[src/rtl/vcop_xif_issue_tracker.sv]
// rtl/vcop_xif_issue_tracker.sv - in-order issue/commit/result tracker for a vector coprocessor
package vcop_xif_pkg;
  localparam int ID_W = 4;

  typedef struct packed {
    logic [31:0]      instr;
    logic [1:0]       mode;
    logic [ID_W-1:0]  id;
    logic [1:0][31:0] rs;
    logic [1:0]       rs_valid;
  } x_issue_req_t;

  typedef struct packed {
    logic accept;
    logic writeback;
    logic dualwrite;
    logic dualread;
    logic loadstore;
    logic ecswrite;
    logic exc;
  } x_issue_resp_t;

  typedef struct packed {
    logic [ID_W-1:0] id;
    logic            commit_kill;
  } x_commit_t;

  typedef struct packed {
    logic [ID_W-1:0] id;
    logic [31:0]     data;
    logic [4:0]      rd;
    logic            we;
    logic [2:0]      ecswe;
    logic [5:0]      ecsdata;
    logic            exc;
    logic [5:0]      exccode;
    logic            err;
    logic            dbg;
  } x_result_t;
endpackage

module vcop_xif_issue_tracker
  import vcop_xif_pkg::*;
#(
  parameter int DEPTH = 4
) (
  input  logic          clk_i,
  input  logic          rst_ni,
  input  logic          issue_valid_i,
  output logic          issue_ready_o,
  input  x_issue_req_t  issue_req_i,
  output x_issue_resp_t issue_resp_o,
  input  logic          commit_valid_i,
  input  x_commit_t     commit_i,
  output logic          ex_valid_o,
  input  logic          ex_ready_i,
  output logic [31:0]   ex_instr_o,
  output logic [31:0]   ex_rs0_o,
  output logic [31:0]   ex_rs1_o,
  input  logic          done_valid_i,
  input  logic [31:0]   done_data_i,
  output logic          result_valid_o,
  input  logic          result_ready_i,
  output x_result_t     result_o
);
  localparam int PW = $clog2(DEPTH);

  typedef enum logic [1:0] {IDLE, EXEC, WAIT, RESP} state_t;
  state_t state, state_nxt;

  logic [ID_W-1:0] q_id    [DEPTH];
  logic [31:0]     q_instr [DEPTH];
  logic [31:0]     q_rs0   [DEPTH];
  logic [31:0]     q_rs1   [DEPTH];
  logic [4:0]      q_rd    [DEPTH];
  logic [DEPTH-1:0] q_wb, q_vld, q_cmt, q_kill;
  logic [PW-1:0]   wr_ptr, rd_ptr;
  logic [PW:0]     count;
  x_result_t       res_q;

  logic dec_accept, dec_wb, hs, push, pop, full;
  logic commit_hit_push, head_vld, head_cmt_now;
  logic unused_mode;

  assign unused_mode = ^issue_req_i.mode;

  assign dec_accept = (issue_req_i.instr[6:0] == 7'h57) && (issue_req_i.rs_valid == 2'b11);
  assign dec_wb     = dec_accept && (issue_req_i.instr[14:12] == 3'b111);
  assign full          = (count == (PW+1)'(DEPTH));
  assign issue_ready_o = !full;
  assign hs            = issue_valid_i && issue_ready_o;
  assign push          = hs && dec_accept;

  assign commit_hit_push = commit_valid_i && push && (commit_i.id == issue_req_i.id);
  assign head_vld        = q_vld[rd_ptr];
  // a commit strobe for the head counts immediately so dispatch follows the next edge
  assign head_cmt_now    = q_cmt[rd_ptr] ||
                           (commit_valid_i && !commit_i.commit_kill && (q_id[rd_ptr] == commit_i.id));

  // issue response is only meaningful during a handshake
  always_comb begin
    issue_resp_o           = '0;
    issue_resp_o.accept    = hs && dec_accept;
    issue_resp_o.writeback = hs && dec_wb;
  end

  // queue payload; only the flags need a reset
  always_ff @(posedge clk_i) begin
    if (push) begin
      q_id[wr_ptr]    <= issue_req_i.id;
      q_instr[wr_ptr] <= issue_req_i.instr;
      q_rs0[wr_ptr]   <= issue_req_i.rs[0];
      q_rs1[wr_ptr]   <= issue_req_i.rs[1];
      q_rd[wr_ptr]    <= issue_req_i.instr[11:7];
      q_wb[wr_ptr]    <= dec_wb;
    end
  end

  // queue pointers, occupancy and per-entry commit/kill flags
  always_ff @(posedge clk_i or negedge rst_ni) begin
    if (!rst_ni) begin
      q_vld  <= '0;
      q_cmt  <= '0;
      q_kill <= '0;
      wr_ptr <= '0;
      rd_ptr <= '0;
      count  <= '0;
    end else begin
      if (commit_valid_i) begin
        for (int i = 0; i < DEPTH; i++) begin
          if (q_vld[i] && (q_id[i] == commit_i.id)) begin
            if (commit_i.commit_kill) q_kill[i] <= 1'b1;
            else                      q_cmt[i]  <= 1'b1;
          end
        end
      end
      if (pop) begin
        q_vld[rd_ptr]  <= 1'b0;
        q_cmt[rd_ptr]  <= 1'b0;
        q_kill[rd_ptr] <= 1'b0;
        rd_ptr         <= rd_ptr + 1'b1;
      end
      if (push) begin
        q_vld[wr_ptr]  <= 1'b1;
        q_cmt[wr_ptr]  <= commit_hit_push && !commit_i.commit_kill;
        q_kill[wr_ptr] <= commit_hit_push && commit_i.commit_kill;
        wr_ptr         <= wr_ptr + 1'b1;
      end
      count <= count + (PW+1)'(push) - (PW+1)'(pop);
    end
  end

  // head FSM state register
  always_ff @(posedge clk_i or negedge rst_ni) begin
    if (!rst_ni) state <= IDLE;
    else         state <= state_nxt;
  end

  // head FSM next state; an empty queue lets a same-cycle issue+commit dispatch straight away
  always_comb begin
    state_nxt = state;
    pop       = 1'b0;
    unique case (state)
      IDLE: begin
        if (head_vld) begin
          if (q_kill[rd_ptr])    pop = 1'b1;
          else if (head_cmt_now) state_nxt = EXEC;
        end else if (commit_hit_push && !commit_i.commit_kill) begin
          state_nxt = EXEC;
        end
      end
      EXEC: if (ex_ready_i) state_nxt = WAIT;
      WAIT: if (done_valid_i) state_nxt = RESP;
      RESP: begin
        if (result_ready_i) begin
          pop       = 1'b1;
          state_nxt = IDLE;
        end
      end
      default: state_nxt = IDLE;
    endcase
  end

  // capture the completion so the result stays stable while the core stalls
  always_ff @(posedge clk_i or negedge rst_ni) begin
    if (!rst_ni) begin
      res_q <= '0;
    end else if ((state == WAIT) && done_valid_i) begin
      res_q.id   <= q_id[rd_ptr];
      res_q.data <= done_data_i;
      res_q.rd   <= q_rd[rd_ptr];
      res_q.we   <= q_wb[rd_ptr];
    end
  end

  assign ex_valid_o     = (state == EXEC);
  assign ex_instr_o     = ex_valid_o ? q_instr[rd_ptr] : '0;
  assign ex_rs0_o       = ex_valid_o ? q_rs0[rd_ptr] : '0;
  assign ex_rs1_o       = ex_valid_o ? q_rs1[rd_ptr] : '0;
  assign result_valid_o = (state == RESP);
  assign result_o       = result_valid_o ? res_q : '0;
endmodule

[config.mk]
export PLATFORM = sky130hd
export DESIGN_NAME = vcop_xif_issue_tracker
export DESIGN_NICKNAME = d
export VERILOG_FILES = /design/src/rtl/vcop_xif_issue_tracker.sv
export SDC_FILE = /design/constraint.sdc
export NUM_CORES = 1
export LEC_CHECK = 0
export CORE_ASPECT_RATIO = 0.5
export CORE_UTILIZATION = 53
export DETAILED_ROUTE_END_ITERATION = 6
export PLACE_DENSITY = 0.77
export SYNTH_ARGS = -nofsm -noshare
export SYNTH_HDL_FRONTEND = slang
export SYNTH_SLANG_ARGS = --single-unit
[constraint.sdc]
create_clock -name clk_i -period 4.41 [get_ports clk_i]
set_input_delay 1.323 -clock clk_i [delete_from_list [all_inputs] [get_ports clk_i]]
set_output_delay 1.323 -clock clk_i [all_outputs]
set_load 0.005 [all_outputs]
# ---- After elaboration in Yosys (flattened, before gate mapping)
# Memory sizes are Yosys's and may differ from the RTL's. A register that Yosys moved wholly into a read port is not among the register bits.
# Cells that the tools add are included.
dict set report op_classes {
  addsub 4
  n_lt_le_gt_ge 4
  n_eq_ne 19
  mux 57
  n_bitwise 5
  reduce_logical 24
}
# operator n
set ops {}
lappend ops {{32-bit two-way mux} 3}
lappend ops {{60-bit two-way mux} 1}
lappend ops {{4-bit two-way mux} 8}
lappend ops {{1-bit two-way mux} 27}
lappend ops {{4-bit == test} 6}
lappend ops {{1-bit logical AND} 18}
lappend ops {{2-bit two-way mux} 7}
lappend ops {{4-bit AND} 3}
lappend ops {{4-bit bitwise mux} 3}
lappend ops {{3-bit != test, second input constant} 3}
lappend ops {{1-bit binary-select mux with 2-bit select} 4}
lappend ops {{2-bit case mux with 4 select lines} 1}
lappend ops {{7-bit == test, second input constant} 1}
lappend ops {{2-bit == test, second input constant} 3}
lappend ops {{3-bit == test, second input constant} 2}
lappend ops {{2-bit by 3-bit less-than comparator with 1-bit output, second input constant} 2}
lappend ops {{6-bit AND reduction} 1}
lappend ops {{2-bit by 1-bit adder with 2-bit output, second input constant} 2}
lappend ops {{1-bit demux with 2-bit select} 2}
lappend ops {{2-bit by 1-bit >= comparator with 1-bit output, second input constant} 2}
lappend ops {{2-bit by 1-bit != test with 1-bit output, second input constant} 2}
lappend ops {{4-bit inverter} 1}
lappend ops {{4-bit bitwise OR} 1}
lappend ops {{3-bit by 1-bit adder with 3-bit output} 1}
lappend ops {{other kinds (7)} 9}
dict set report word_totals {
  reg_bits 62
  ramBits 420
  input_bits 148
  output_inout_bits 166
  wordCells 129
  n_memories 5
}
# name words width rd rd_ports_with_merged_regs wr line
set memory_table {}
lappend memory_table {q_instr 4 32 1 0 1 72} ;# logic [31:0] q_instr [DEPTH];
lappend memory_table {q_rs0 4 32 1 0 1 73} ;# logic [31:0] q_rs0 [DEPTH];
lappend memory_table {q_rs1 4 32 1 0 1 74} ;# logic [31:0] q_rs1 [DEPTH];
lappend memory_table {q_rd 4 5 1 1 1 75} ;# logic [4:0] q_rd [DEPTH];
lappend memory_table {q_id 4 4 5 0 1 71} ;# logic [ID_W-1:0] q_id [DEPTH];

# ---- Logic depth before layout (Yosys ltp)
# Gate-level depths: netlist (run 1).
dict set report logic_depth {
  ltp_word 10
  depth_mapped 12
  mapped_depth_nobuf 10
}

# ---- Least setup slack after synthesis (run 1)
# OpenSTA, ideal clock, no wires.
dict set report synth_path {
  path_type {in2reg}
  start {in issue_req_i[77] (netlist name)}
  end {reg q_kill[2]}
  setup_time_ns 0.122
  arrival_time_ns 4.959
  t_required_ns 4.288
  setup_slack_ns -0.671
  cell_stages 7
  path_buffers 1
  path_cell_list {nand4b_1 nor4_1 and3_1 buf_2 and2_1 a21oi_1 a22o_1}
}
dict set report synth_via {
  elab_chain_len 8
}
# element line
set synth_lines {}
lappend synth_lines {{start: declaration} 51} ;# input x_issue_req_t issue_req_i,
lappend synth_lines {{7-bit == test (*)} 87} ;# assign dec_accept = (issue_req_i.instr[6:0] == 7'h57) && (issue_req_i.rs_valid == 2'b11);
lappend synth_lines {{1-bit logical AND (*)} 87}
lappend synth_lines {{1-bit logical AND (*)} 92} ;# assign push = hs && dec_accept;
lappend synth_lines {{via push} 81} ;# logic dec_accept, dec_wb, hs, push, pop, full;
lappend synth_lines {{1-bit logical AND (2 in a row)} 94} ;# assign commit_hit_push = commit_valid_i && push && (commit_i.id == issue_req_i.id);
lappend synth_lines {{1-bit logical AND} 146} ;# q_kill[wr_ptr] <= commit_hit_push && commit_i.commit_kill;
lappend synth_lines {{4-bit bitwise mux} 146}
lappend synth_lines {{4-bit two-way mux (*)} 143} ;# if (push) begin
lappend synth_lines {{end signal: indexed assignment} 146}
lappend synth_lines {{end: declaration} 76} ;# logic [DEPTH-1:0] q_wb, q_vld, q_cmt, q_kill;
# Mark *: on every way through the listed nets, which the timed path passes. The rest lies on a longest branch.
# A chain may end at the register's enable or synchronous reset.

==> results.sh, run 1 <==
export IMPL_cp_common_cell="clkdlybuf4s50_1"
export IMPL_grt_setup_unrepaired="yes"
export IMPL_netlist_instances=957
export IMPL_cp_max_fo=2
export IMPL_boundaryPins=314
export IMPL_post_place_ws_ps=-100
export IMPL_path_class="in2out"
export IMPL_ys_flop_type="edfxtp_1"
export IMPL_critPathMaxStageDelay_ps=510
export IMPL_power_mw=12.8
export IMPL_fp_dieH_um=135
export IMPL_slew_viol_final=0
export IMPL_tightestPinTransition_ps=1040
export IMPL_dieArea_mm2=0.0362
export IMPL_stdcell_count=1792
export IMPL_clock_sinks=467
export IMPL_worstSetupStartpointType="input port"
export IMPL_setup_slack_ps=53.2
export IMPL_fp_coreArea_mm2=0.0347
export IMPL_grt_max_degree=58
export IMPL_yosysUniqueCellTypes=43
export IMPL_endpoint_kind="output pin"
export IMPL_portBuffers=288
export IMPL_worstPathArrival_ps=3030
export IMPL_hold_violations=0
export IMPL_cp_num_buf_inv=2
export IMPL_ir_drop_mv=0.335
export IMPL_finalWeightedCongestion=0.825
export IMPL_grt_overflow=0
export IMPL_cap_violations=0
export IMPL_post_route_min_period_ps=4360
export IMPL_cts_tree="done"
export IMPL_routed_via_density=5.44
export IMPL_crit_required_ps=3090
export IMPL_yosysWarnings=18
export IMPL_setup_violations=0
export IMPL_wl_um=39600
export IMPL_grt_antenna_before_repair=2
export IMPL_worst_hold_slack_ps=486
export IMPL_worstSkewPairLatency_ps=550
export IMPL_max_freq_mhz=230
export IMPL_ctsHoldBuffers=0
export IMPL_clk_pin_slew_ps=70
export IMPL_multi_input_area_mm2=0.00471
export IMPL_critPathTopFamily="buffers and inverters"
export IMPL_synth_yosys_seq_area_share_pct=73.0
export IMPL_async_flop_share_pct=13.5
export IMPL_drc=0
export IMPL_fin_util_pct=69.0
export IMPL_drtIter0Drc=672
export IMPL_grt_util_all_layers_pct=22.1
export IMPL_min_path_type="reg2reg"
export IMPL_period_share_pct=98.8
export IMPL_crit_slowest_cell="clkdlybuf4s50_1"
export IMPL_relSlewSlack_pct=30.2
export IMPL_drive_gt1_share_pct=18.6
export IMPL_syn_area_mm2=0.0188
export IMPL_die_w_um=268
export IMPL_synth_edff_count=404
export IMPL_n_fill_cell=2174
export IMPL_run_status="completed"
export IMPL_leakage_nw=8.27
export IMPL_synth_seq_cells=467
export IMPL_grt_pass1_wl_um=60200
export IMPL_root_buffer="clkbuf_16"
export IMPL_num_vias=9752
export IMPL_start_util_pct=54.2
export IMPL_nets=1447
export IMPL_cts_made_buffers=41
export IMPL_path_cells="clkdlybuf4s50_1 -> nand4b_1 -> nor4_2 -> and3_1 -> clkdlybuf4s50_1"
export IMPL_wl_per_cell_um=22.1
export IMPL_p_per_area_mw_per_mm2=534
export IMPL_syn_avg_cell_area_um2=19.6
export IMPL_ctsLongestPathBuffers=3
export IMPL_drt_pass1_iter_count=6
export IMPL_regArea_mm2=0.0137
export IMPL_placementRows=48
export IMPL_skew_ps=13.5
export IMPL_htreeDepth=2
export IMPL_area_growth_synth_to_final_pct=27.3
export IMPL_place_inst=1713
export IMPL_grt_pass1_vias=10500
export IMPL_place_hpwl_um=25300
export IMPL_antenna_left=0
## final timing paths
check | startpoint | end | slack, ps | cells past startpoint
worst min-delay path | res_q[54] | res_q[54] | 490 | 1
max in group asynchronous | rst_ni | rd_ptr[1] | 2890 | 2
min in group asynchronous | rst_ni | res_q[38] | 780 | 1
worst max register to register | rd_ptr[0] | count[2] | 790 | 11
worst max-delay path | issue_req_i[77] | issue_resp_o[6] | 50 | 5
worst min register to register | res_q[54] | res_q[54] | 490 | 1
## layout by cell type (no fill, tap or decap), drive strengths merged, types with 2 or more instances in the layout
| cell | synthesis | final |
|---|---|---|
| edfxtp | 404 | 404 |
| clkdlybuf4s50 | 0 | 286 |
| and2 | 142 | 142 |
| mux4 | 104 | 104 |
| dfrtp | 63 | 63 |
| clkbuf | 14 | 51 |
| buf | 58 | 46 |
| mux2 | 43 | 43 |
| conb | 1 | 23 |
| inv | 16 | 19 |
| nand2 | 15 | 15 |
| ha | 15 | 15 |
| clkinv | 0 | 15 |
| xor2 | 14 | 14 |
| xnor2 | 11 | 11 |
| a21o | 8 | 8 |
| a22o | 8 | 8 |
| bufinv | 0 | 5 |
| nor4 | 5 | 5 |
| nor2 | 4 | 4 |
| a31o | 4 | 4 |
| o21ai | 4 | 4 |
| a21oi | 4 | 4 |
| and3 | 3 | 3 |
| diode | 0 | 2 |
| nand4b | 2 | 2 |
| nor4b | 2 | 2 |
## final cells by class
type                            count  share of cell area [%]
Sequential cell                   467                    57.4
Timing Repair Buffer              333                    14.3
Clock buffer                       51                    4.76
Antenna cell                        2                  0.0209
Tap cell                          475                    2.49
Multi-Input combinational cell    424                    19.7
Inverter                           16                   0.251
Clock inverter                     24                    1.06
## kinds of logic after synthesis
kind of cell	count (synthesis)	share of synthesized area, %
flops	467	73.0
fa+ha+maj	16	1.11
other cells	1	0.0200
compound gates	34	1.39
simple gates	178	5.76
mux	148	15.1
buf+inv	88	2.48
xor+xnor	25	1.17
## metal layers
| metal | vias up | global-route usage, % | wire, um | part of all wire (%) |
|---|---|---|---|---|
| met4 | 0 | 7.21 | 1090 | 2.8 |
| li1 | 4350 | - | - | - |
| met3 | 73 | 3.76 | 1580 | 4.0 |
| met2 | 247 | 39.0 | 21200 | 53 |
| met1 | 5082 | 28.2 | 15800 | 40 |
| met5 | - | 0 | 0 | 0 |
## synth_stat cells (all sizes together) (5+ instances only)
cell	instances	area, um^2
nor4	5	31.3
nand2	15	56.3
buf	58	353
mux2	43	484
clkbuf	14	52.6
edfxtp	404	12100
dfrtp	63	1580
a22o	8	70.1
xor2	14	123
and2	142	888
mux4	104	2340
inv	16	60.1
ha	15	188
a21o	8	60.1
xnor2	11	96.3
## per-stage QoR
stage | instance area [um^2] | setup TNS [ps]
floorplan | 18900 | 0
detailed placement | 22500 | -100
CTS | 23900 | 0
finish | 23900 | 0
global route | 23900 | -21.9
global placement | 22500 | -61.2
## state kept, by name (all words and copies together), names as in the netlist
signal and cells:
state 2, q_rs0 128, q_instr 128, q_vld 4
res_q 42, q_kill 4, wr_ptr 2, count 3
q_wb 4, q_id 16, q_cmt 4, rd_ptr 2
q_rs1 128
## power breakdown
group / switching, mW / leakage [nW] / internal [mW] / total [mW]
clock network: 1.58 / 0.690 / 2.14 / 3.72
registers: 0.196 / 4.39 / 5.04 / 5.24
logic: 1.54 / 3.19 / 2.28 / 3.82
## repair_timing
item | CTS | global route
pin swaps | 1 | 2
buffers inserted | 0 | 2
endpoints found under the setup margin | 1 | 1
resized for setup | 1 | 1
(Power assumes the default switching activity.)
==> run 2: changes to the inputs <==
--- a/config.mk
+++ b/config.mk
@@ -6,9 +6,10 @@
 export NUM_CORES = 1
 export LEC_CHECK = 0
 export CORE_ASPECT_RATIO = 0.5
-export CORE_UTILIZATION = 53
+export CORE_UTILIZATION = 24
 export DETAILED_ROUTE_END_ITERATION = 6
-export PLACE_DENSITY = 0.77
+export PLACE_DENSITY = 0.39
+export SLEW_MARGIN = 15
 export SYNTH_ARGS = -nofsm -noshare
 export SYNTH_HDL_FRONTEND = slang
 export SYNTH_SLANG_ARGS = --single-unit
==> results.sh, run 2 (synthesis gave the netlist of run 1 again) <==
export IMPL_finalWeightedCongestion=0.745
export IMPL_path_class="in2out"
export IMPL_ctsHoldBuffers=0
export IMPL_fin_util_pct=32.0
export IMPL_critPathMaxStageDelay_ps=490
export IMPL_place_hpwl_um=31800
export IMPL_drive_gt1_share_pct=18.4
export IMPL_min_path_type="reg2reg"
export IMPL_start_util_pct=24.3
export IMPL_relSlewSlack_pct=27.8
export IMPL_antenna_left=0
export IMPL_cp_common_cell="clkdlybuf4s50_1"
export IMPL_dieArea_mm2=0.0795
export IMPL_leakage_nw=8.30
export IMPL_run_status="completed"
export IMPL_routed_via_density=4.13
export IMPL_grt_setup_unrepaired="no"
export IMPL_cts_tree="done"
export IMPL_worstSkewPairLatency_ps=600
export IMPL_grt_overflow=0
export IMPL_clock_sinks=467
export IMPL_fp_coreArea_mm2=0.0774
export IMPL_slew_viol_final=0
export IMPL_diodes=0
export IMPL_tightestPinTransition_ps=1080
export IMPL_grt_pass1_wl_um=70700
export IMPL_cp_max_fo=2
export IMPL_post_route_cell_area_mm2=0.0248
export IMPL_multi_input_area_mm2=0.00473
export IMPL_drt_pass1_iter_count=4
export IMPL_layout_commonest_cell="edfxtp_1"
export IMPL_boundaryPins=314
export IMPL_area_growth_synth_to_final_pct=31.8
export IMPL_wl_per_cell_um=20.7
export IMPL_worstSetupStartpointType="input port"
export IMPL_htreeDepth=2
export IMPL_stdcell_count=2360
export IMPL_grt_antenna_before_repair=1
export IMPL_period_share_pct=98.8
export IMPL_drc=0
export IMPL_max_freq_mhz=230
export IMPL_cts_made_buffers=49
export IMPL_root_buffer="clkbuf_16"
export IMPL_n_fill_cell=7413
export IMPL_portBuffers=288
export IMPL_clk_pin_slew_ps=60
export IMPL_cap_violations=0
export IMPL_tns_ps=0
export IMPL_ir_drop_mv=0.235
export IMPL_grt_max_degree=80
export IMPL_grt_pass1_vias=10600
export IMPL_grt_util_all_layers_pct=12.0
export IMPL_path_cells="clkdlybuf4s50_1 -> nand4b_1 -> buf_6 -> nor4_4 -> and3_4 -> clkdlybuf4s50_1"
export IMPL_post_route_min_period_ps=4360
export IMPL_drtIter0Drc=490
export IMPL_wl_um=48800
export IMPL_hold_violations=0
export IMPL_crit_required_ps=3090
export IMPL_worstPathArrival_ps=3030
export IMPL_crit_slowest_cell="clkdlybuf4s50_1"
export IMPL_p_per_area_mw_per_mm2=527
export IMPL_endpoint_kind="output pin"
export IMPL_postPlaceCellArea_mm2=0.0233
export IMPL_die_w_um=398
export IMPL_post_place_ws_ps=-205
export IMPL_setup_violations=0
export IMPL_fp_dieH_um=200
export IMPL_nets=1459
export IMPL_regArea_mm2=0.0137
export IMPL_placementRows=72
export IMPL_layout_common_cells="edfxtp_1 (404), clkdlybuf4s50_1 (286), and2_1 (138)"
export IMPL_skew_ps=13.5
export IMPL_setup_slack_ps=54.6
export IMPL_reg_top3="q_instr x128, q_rs0 x128, q_rs1 x128"
export IMPL_ctsLongestPathBuffers=3
export IMPL_num_vias=9755
export IMPL_place_inst=2278
## run 2: cell count changes in the layout (fill, tap and decap cells not counted), moves of 2 or more
cell       change
bufinv_16      -3
clkbuf_1      +12
clkbuf_16      +6
diode_2        -2
inv_6          -2
clkinv_2       -9
buf_12         +4
## run 2: worst paths after layout
path	start	end	slack, ps	cells past startpoint
min in group asynchronous	rst_ni	res_q[32]	740	1
hold / removal	res_q[31]	res_q[31]	480	1
setup reg to reg	rd_ptr[0]	count[2]	1100	11
max in group asynchronous	rst_ni	res_q[22]	2930	2
hold reg to reg	res_q[31]	res_q[31]	480	1
setup / recovery	issue_req_i[77]	issue_resp_o[6]	50	6
## run 2: worst max-delay path, delay by kind of cell
kind	cells	cell delay [ps]
buffers and inverters	3	1070
and+or+nand+nor	3	640
## run 2: routing by layer
metal / up-vias / GRT usage (%) / share of wire (%)
li1: 4362 / - / -
met1: 5207 / 14.2 / 40
met2: 116 / 22.6 / 56
met3: 68 / 2.02 / 2.7
met4: 2 / 3.28 / 1.8
met5: - / 0 / 0.027
## run 2: stage by stage
step           hold WS [ps]  total power, mW
3_5_place_dp            474             9.40
4_1_cts                 487             13.4
3_3_place_gp            466             9.37
6_report                483             13.1
5_1_grt                 496             13.7
2_1_floorplan           456             7.43
## run 2: layout make-up
type,count,share of cell area [%]
Sequential cell,467,55.4
Clock inverter,11,0.475
Timing Repair Buffer,337,14.2
Inverter,16,0.243
Clock buffer,69,5.38
Multi-Input combinational cell,424,19.1
Tap cell,1036,5.23
## run 2: power by group
part | switching [mW] | internal [mW]
clock | 1.68 | 2.20
sequential | 0.157 | 5.05
combinational | 1.69 | 2.28
total | 3.53 | 9.53
## run 2: what timing repair did
action                                 in CTS  in global routing
endpoints found under the hold margin       0                  0
setup buffers                               1                  1
setup endpoints to repair                   2                  1
gates resized for setup                     4                  1
pin swaps                                   1                  2
